===== config.mk =====
export PLATFORM = sky130hd
export DESIGN_NAME = seq_divider_flat
export DESIGN_NICKNAME = d
export VERILOG_FILES = /design/src/rtl/seq_divider_pkg.sv /design/src/rtl/seq_divider_if.sv /design/src/rtl/seq_divider_step.sv /design/src/rtl/seq_divider.sv /design/src/flat_wrapper.sv
export SDC_FILE = /design/constraint.sdc
export NUM_CORES = 1
export LEC_CHECK = 0
export ABC_AREA = 1
export CAP_MARGIN = 20
export CORE_MARGIN = 2
export CORE_UTILIZATION = 45
export DETAILED_ROUTE_END_ITERATION = 10
export DONT_BUFFER_PORTS = 1
export GPL_TIMING_DRIVEN = 0
export HOLD_SLACK_MARGIN = 0.06
export RECOVER_POWER = 25
export SETUP_SLACK_MARGIN = 0.5
export SLEW_MARGIN = 20
export SYNTH_ARGS = -nofsm -noshare
export SYNTH_HDL_FRONTEND = slang
export SYNTH_SLANG_ARGS = --single-unit
export TNS_END_PERCENT = 10

===== constraint.sdc =====
create_clock -name clk -period 2.79 [get_ports clk]
set_clock_uncertainty 0.2 [all_clocks]
set_input_delay 0.837 -clock clk [delete_from_list [all_inputs] [get_ports clk]]
set_output_delay 0.837 -clock clk [all_outputs]
set_load 0.05 [all_outputs]

===== src/rtl/seq_divider_pkg.sv =====
// Shared types and constants for the sequential restoring divider.
// Optional signed mode is enabled with the DIV_SIGNED_EN macro.
package seq_divider_pkg;

  typedef enum logic [1:0] {
    IDLE,
    CALC,
    DONE
  } state_t;

  // Widest dividend the all-ones constant below can cover
  localparam int MAX_W = 128;
  localparam logic [MAX_W-1:0] DIV0_QUOTIENT = '1;

  function automatic int cnt_width(input int dividend_w);
    return (dividend_w <= 1) ? 1 : $clog2(dividend_w);
  endfunction

endpackage


===== src/rtl/seq_divider_if.sv =====
// Start/done handshake and operand/result bus of the divider.
// Carries the is_signed request bit only when DIV_SIGNED_EN is defined.
interface seq_divider_if #(
  parameter int DIVIDEND_W = 16,
  parameter int DIVISOR_W  = 8
);
  logic                  start;
  logic [DIVIDEND_W-1:0] dividend;
  logic [DIVISOR_W-1:0]  divisor;
`ifdef DIV_SIGNED_EN
  logic                  is_signed;
`endif
  logic                  busy;
  logic                  done;
  logic [DIVIDEND_W-1:0] quotient;
  logic [DIVISOR_W-1:0]  remainder;
  logic                  div_by_zero;

  modport master (
`ifdef DIV_SIGNED_EN
    output is_signed,
`endif
    output start, dividend, divisor,
    input  busy, done, quotient, remainder, div_by_zero
  );

  modport slave (
`ifdef DIV_SIGNED_EN
    input  is_signed,
`endif
    input  start, dividend, divisor,
    output busy, done, quotient, remainder, div_by_zero
  );
endinterface


===== src/rtl/seq_divider_step.sv =====
// One restoring-division iteration: shift in a dividend bit, trial-subtract
// the divisor and keep the difference only when it is non-negative.
module seq_divider_step #(
  parameter int W = 8
) (
  input  logic [W-1:0] rem_in,
  input  logic         bit_in,
  input  logic [W-1:0] divisor,
  output logic [W-1:0] rem_out,
  output logic         q_bit
);
  logic [W:0]   shifted;
  logic [W+1:0] diff;

  // The extra top bit of diff is the borrow, i.e. the sign of the trial result
  always_comb begin
    shifted = {rem_in, bit_in};
    diff    = {1'b0, shifted} - {2'b00, divisor};
    q_bit   = ~diff[W+1];
    rem_out = q_bit ? diff[W-1:0] : shifted[W-1:0];
  end
endmodule


===== src/rtl/seq_divider.sv =====
// Multi-cycle restoring divider, one quotient bit per clock, start/done handshake.
// Define DIV_SIGNED_EN to add two's-complement operation selected by is_signed.
module seq_divider
  import seq_divider_pkg::*;
#(
  parameter int DIVIDEND_W = 16,
  parameter int DIVISOR_W  = 8
) (
  input  logic          clk,
  input  logic          clr,
  seq_divider_if.slave  bus
);
  localparam int CNT_W = cnt_width(DIVIDEND_W);

  state_t                state;
  logic [CNT_W-1:0]      cnt;
  logic [DIVIDEND_W-1:0] dvd;
  logic [DIVISOR_W-1:0]  dvs;
  logic [DIVISOR_W-1:0]  prem;
  logic [DIVISOR_W-1:0]  next_rem;
  logic                  q_bit;
  logic [DIVIDEND_W-1:0] a_mag;
  logic [DIVISOR_W-1:0]  b_mag;
  logic [DIVIDEND_W-1:0] q_raw;
  logic [DIVIDEND_W-1:0] q_res;
  logic [DIVISOR_W-1:0]  r_res;
`ifdef DIV_SIGNED_EN
  logic                  neg_q;
  logic                  neg_r;
`endif

  seq_divider_step #(.W(DIVISOR_W)) u_step (
    .rem_in  (prem),
    .bit_in  (dvd[DIVIDEND_W-1]),
    .divisor (dvs),
    .rem_out (next_rem),
    .q_bit   (q_bit)
  );

  // dvd shifts dividend bits out at the top while quotient bits fill the bottom
  always_comb begin
    q_raw = {dvd[DIVIDEND_W-2:0], q_bit};
`ifdef DIV_SIGNED_EN
    a_mag = (bus.is_signed && bus.dividend[DIVIDEND_W-1]) ? -bus.dividend : bus.dividend;
    b_mag = (bus.is_signed && bus.divisor[DIVISOR_W-1])   ? -bus.divisor  : bus.divisor;
    q_res = neg_q ? -q_raw : q_raw;
    r_res = neg_r ? -next_rem : next_rem;
`else
    a_mag = bus.dividend;
    b_mag = bus.divisor;
    q_res = q_raw;
    r_res = next_rem;
`endif
  end

  always_ff @(posedge clk or posedge clr) begin
    if (clr) begin
      state           <= IDLE;
      cnt             <= '0;
      dvd             <= '0;
      dvs             <= '0;
      prem            <= '0;
      bus.busy        <= 1'b0;
      bus.done        <= 1'b0;
      bus.quotient    <= '0;
      bus.remainder   <= '0;
      bus.div_by_zero <= 1'b0;
`ifdef DIV_SIGNED_EN
      neg_q           <= 1'b0;
      neg_r           <= 1'b0;
`endif
    end else begin
      bus.done <= 1'b0;
      unique case (state)
        IDLE, DONE: begin
          if (bus.start) begin
            if (bus.divisor == '0) begin
              state           <= DONE;
              bus.done        <= 1'b1;
              bus.quotient    <= DIV0_QUOTIENT[DIVIDEND_W-1:0];
              bus.remainder   <= '0;
              bus.div_by_zero <= 1'b1;
            end else begin
              state    <= CALC;
              bus.busy <= 1'b1;
              dvd      <= a_mag;
              dvs      <= b_mag;
              prem     <= '0;
              cnt      <= CNT_W'(DIVIDEND_W - 1);
`ifdef DIV_SIGNED_EN
              neg_q    <= bus.is_signed && (bus.dividend[DIVIDEND_W-1] ^ bus.divisor[DIVISOR_W-1]);
              neg_r    <= bus.is_signed && bus.dividend[DIVIDEND_W-1];
`endif
            end
          end else begin
            state <= IDLE;
          end
        end
        CALC: begin
          dvd  <= q_raw;
          prem <= next_rem;
          cnt  <= cnt - CNT_W'(1);
          if (cnt == '0) begin
            state           <= DONE;
            bus.busy        <= 1'b0;
            bus.done        <= 1'b1;
            bus.quotient    <= q_res;
            bus.remainder   <= r_res;
            bus.div_by_zero <= 1'b0;
          end
        end
        default: state <= IDLE;
      endcase
    end
  end
endmodule


===== src/flat_wrapper.sv =====
// flat-port wrapper written by rule: the top's interface ports become plain ports
module seq_divider_flat import seq_divider_pkg::*;
#(
  parameter int DIVIDEND_W = 16,
  parameter int DIVISOR_W  = 8
)
  (clk, clr, bus_start, bus_dividend, bus_divisor, bus_busy, bus_done, bus_quotient, bus_remainder, bus_div_by_zero);
  seq_divider_if #(.DIVIDEND_W(DIVIDEND_W), .DIVISOR_W(DIVISOR_W)) bus_i ();
  input  logic clk;
  input  logic clr;
  input wire logic [$bits(bus_i.start)-1:0] bus_start;
  input wire logic [$bits(bus_i.dividend)-1:0] bus_dividend;
  input wire logic [$bits(bus_i.divisor)-1:0] bus_divisor;
  output wire logic [$bits(bus_i.busy)-1:0] bus_busy;
  output wire logic [$bits(bus_i.done)-1:0] bus_done;
  output wire logic [$bits(bus_i.quotient)-1:0] bus_quotient;
  output wire logic [$bits(bus_i.remainder)-1:0] bus_remainder;
  output wire logic [$bits(bus_i.div_by_zero)-1:0] bus_div_by_zero;
  assign bus_i.start = bus_start;
  assign bus_i.dividend = bus_dividend;
  assign bus_i.divisor = bus_divisor;
  assign bus_busy = bus_i.busy;
  assign bus_done = bus_i.done;
  assign bus_quotient = bus_i.quotient;
  assign bus_remainder = bus_i.remainder;
  assign bus_div_by_zero = bus_i.div_by_zero;
  seq_divider #(.DIVIDEND_W(DIVIDEND_W), .DIVISOR_W(DIVISOR_W)) u_core (.clk(clk), .clr(clr), .bus(bus_i));
endmodule

==> results.json <==
{
  "worstSkewPairLatency_ns": 0.34,
  "yosys_warnings": 0,
  "max_stage_delay_ns": 0.41,
  "fillers": 747,
  "vias_per_cell": 5.05,
  "dieArea_sq_um": 7930,
  "postSynthCellCount": 392,
  "syn_to_final_growth_pct": 10.9,
  "first_iter_violations": 116,
  "ios": 54,
  "fin_crit_ns": 2.08,
  "path_clk_slew_ns": 0.08,
  "required_ns": 2.86,
  "cts_resized": 0,
  "drtAntennaViolNets": 0,
  "core_sq_um": 7140,
  "fin_tns_setup_ns": 0,
  "critical_path.max_fanout": 5,
  "vias": 2568,
  "rsz0062_at_grt": "false",
  "slew_violations": 0,
  "start_util": 0.456,
  "r2r-start": "u_core.prem[1]",
  "syn-cell-area_sq_um": 3260,
  "fin_nets": 442,
  "hpwl_mm": 5.39,
  "grt_pass1_wl_mm": 11.9,
  "worst_pin_slew_ns": 0.740,
  "timing_hold_violations_final": 0,
  "die_h_um": 89.1,
  "yosys.area.top_type_share": 0.500,
  "critPathLaunch": "u_core.prem[1]",
  "ys_seq_area_frac": 0.500,
  "antenna_found_initial": 0,
  "htreeDepth": 3,
  "cts_buffer_depth": 2,
  "status": "complete, no violations",
  "path_buf_inv": 0,
  "first_pass_iters": 4,
  "yosysTopAreaCell": "dfrtp_1",
  "first_global_vias": 2382,
  "hold_class": "in -> async",
  "die_w_um": 89.1,
  "mostFrequentLayoutCell": "nand2_1",
  "slowest_stage": "dfrtp_1",
  "synthTopCellsByArea": "dfrtp_1 (50%), nand2_1 (13%), nand3_1 (5.2%), inv_1 (4.8%), ha_1 (3.5%)",
  "path_delay_family": "simple AND/OR/NAND/NOR gates",
  "path_common_cell": "nand2_1",
  "utilization": 0.506,
  "n_antenna_cell": 0,
  "wl_mm": 7.34,
  "numCtsBuffers": 9,
  "io_buffers": 0,
  "hold_slack_ns": 0.220,
  "cap_violations": 0,
  "cts_setup_buffers": 0,
  "crit_path_end_kind": "register",
  "final_layout_size_suffix_gt1_frac": 0.127,
  "gr-total-overflow": 0,
  "fin_area_sq_um": 3610,
  "cp_cell_sequence": "ha_1 -> or2_2 -> nand3_1 -> nand2_1 -> nand2_1 -> nand3_1 -> nand2_1 -> nand3_1 -> nand2_1",
  "wl_per_cell_um": 14.4,
  "grt.total_usage": 0.201,
  "synth_nets": 429,
  "rows": 31,
  "cts.hold.buffers_added": 0,
  "placed_area_sq_um": 3420,
  "fin_crit_sh": 0.745,
  "syn_avg_cell_area_sq_um": 8.31,
  "drcViolationCount": 0,
  "grt_max_degree": 30,
  "gp_congestion": 0.814,
  "path_class": "reg -> reg",
  "max_freq_ghz": 0.481,
  "clock-sinks": 65,
  "cp.arrival_ns": 2.15,
  "ys_seq_elements": 65,
  "start_kind": "register",
  "final_cell_mix": "nand2_1 (114), dfrtp_1 (65), inv_1 (41)",
  "root_buffer": "clkbuf_8",
  "finalSetupViolCount": 0,
  "netlist-cell-type-count": 29,
  "relSlewSlack": 0.507,
  "cts_tree": "done"
}
-- sequential cells by signal (all words and copies together) (netlist names) --
register                flops
u_core.dvs                  8
u_core.bus.done             1
u_core.dvd                 16
u_core.prem                 8
u_core.bus.div_by_zero      1
u_core.cnt                  4
u_core.state                2
u_core.bus.busy             1
u_core.bus.remainder        8
u_core.bus.quotient        16
-- cells in the mapped netlist --
cell type  count
nand2_1      114
xor2_1         2
buf_6          3
or2_2          2
dfrtp_1       65
buf_2         12
nand2_2        3
fa_1           1
or2_4          1
nand3b_1       1
a21oi_1        4
nor2_4         2
a21oi_4        1
nand3_1       34
nor2_1        28
inv_1         42
o21ai_1        3
inv_2          3
ha_1           9
nand3_2        1
buf_4          2
a31oi_1       14
o211ai_1      15
xnor2_1        2
nor2_2         1
o21ai_0       21
nand4_1        2
o21ai_2        2
clkbuf_1       2
-- final timing paths --
| kind | slack [ns] | cells after the start | to |
|---|---|---|---|
| max | 0.71 | 9 | u_core.bus.remainder[1] |
| min | 0.22 | 1 | u_core.bus.quotient[11] |
| max reg2reg | 0.71 | 9 | u_core.bus.remainder[1] |
| min reg2reg | 0.30 | 2 | u_core.dvd[0] |
| max in group asynchronous | 0.88 | 3 | u_core.dvs[5] |
| min in group clk | 0.30 | 2 | u_core.dvd[0] |
-- cell type report --
| class | count | area [sq um] | area share |
|---|---|---|---|
| Tap cell | 99 | 124 | 0.0343 |
| Clock inverter | 6 | 66.3 | 0.0184 |
| Clock buffer | 10 | 138 | 0.0381 |
| Sequential cell | 65 | 1630 | 0.451 |
| Timing Repair Buffer | 2 | 25.0 | 0.00693 |
| Buffer | 19 | 116 | 0.0322 |
| Multi-Input combinational cell | 263 | 1340 | 0.372 |
| Inverter | 45 | 170 | 0.0471 |
-- metal layers --
layer  routed length [um]  GRT usage  vias to the layer above
met2                 3270      0.281                       54
met1                 3580      0.296                     1215
met4                   84     0.0828                        0
met5                    0          0                        -
met3                  404     0.0508                        7
li1                     -          -                     1292
-- cells by family after synthesis --
family,Yosys count,synth area share
adder cells (fa/ha/maj),10,0.0407
AND/OR/NAND/NOR,189,0.246
XOR/XNOR,4,0.0108
flip-flops,65,0.500
AO/OA/AOI/OAI,60,0.115
buffers and inverters,64,0.0876
-- per-stage QoR --
stage / setup WS (ns) / cells
6_report: 0.711 / 509
5_1_grt: 0.526 / 509
4_1_cts: 0.728 / 509
3_5_place_dp: 0.532 / 493
3_3_place_gp: 0.545 / 491
2_1_floorplan: 0.814 / 392
Power is not shown: default switching activity piles up to over one toggle a cycle in this logic, so the estimate is an artifact.
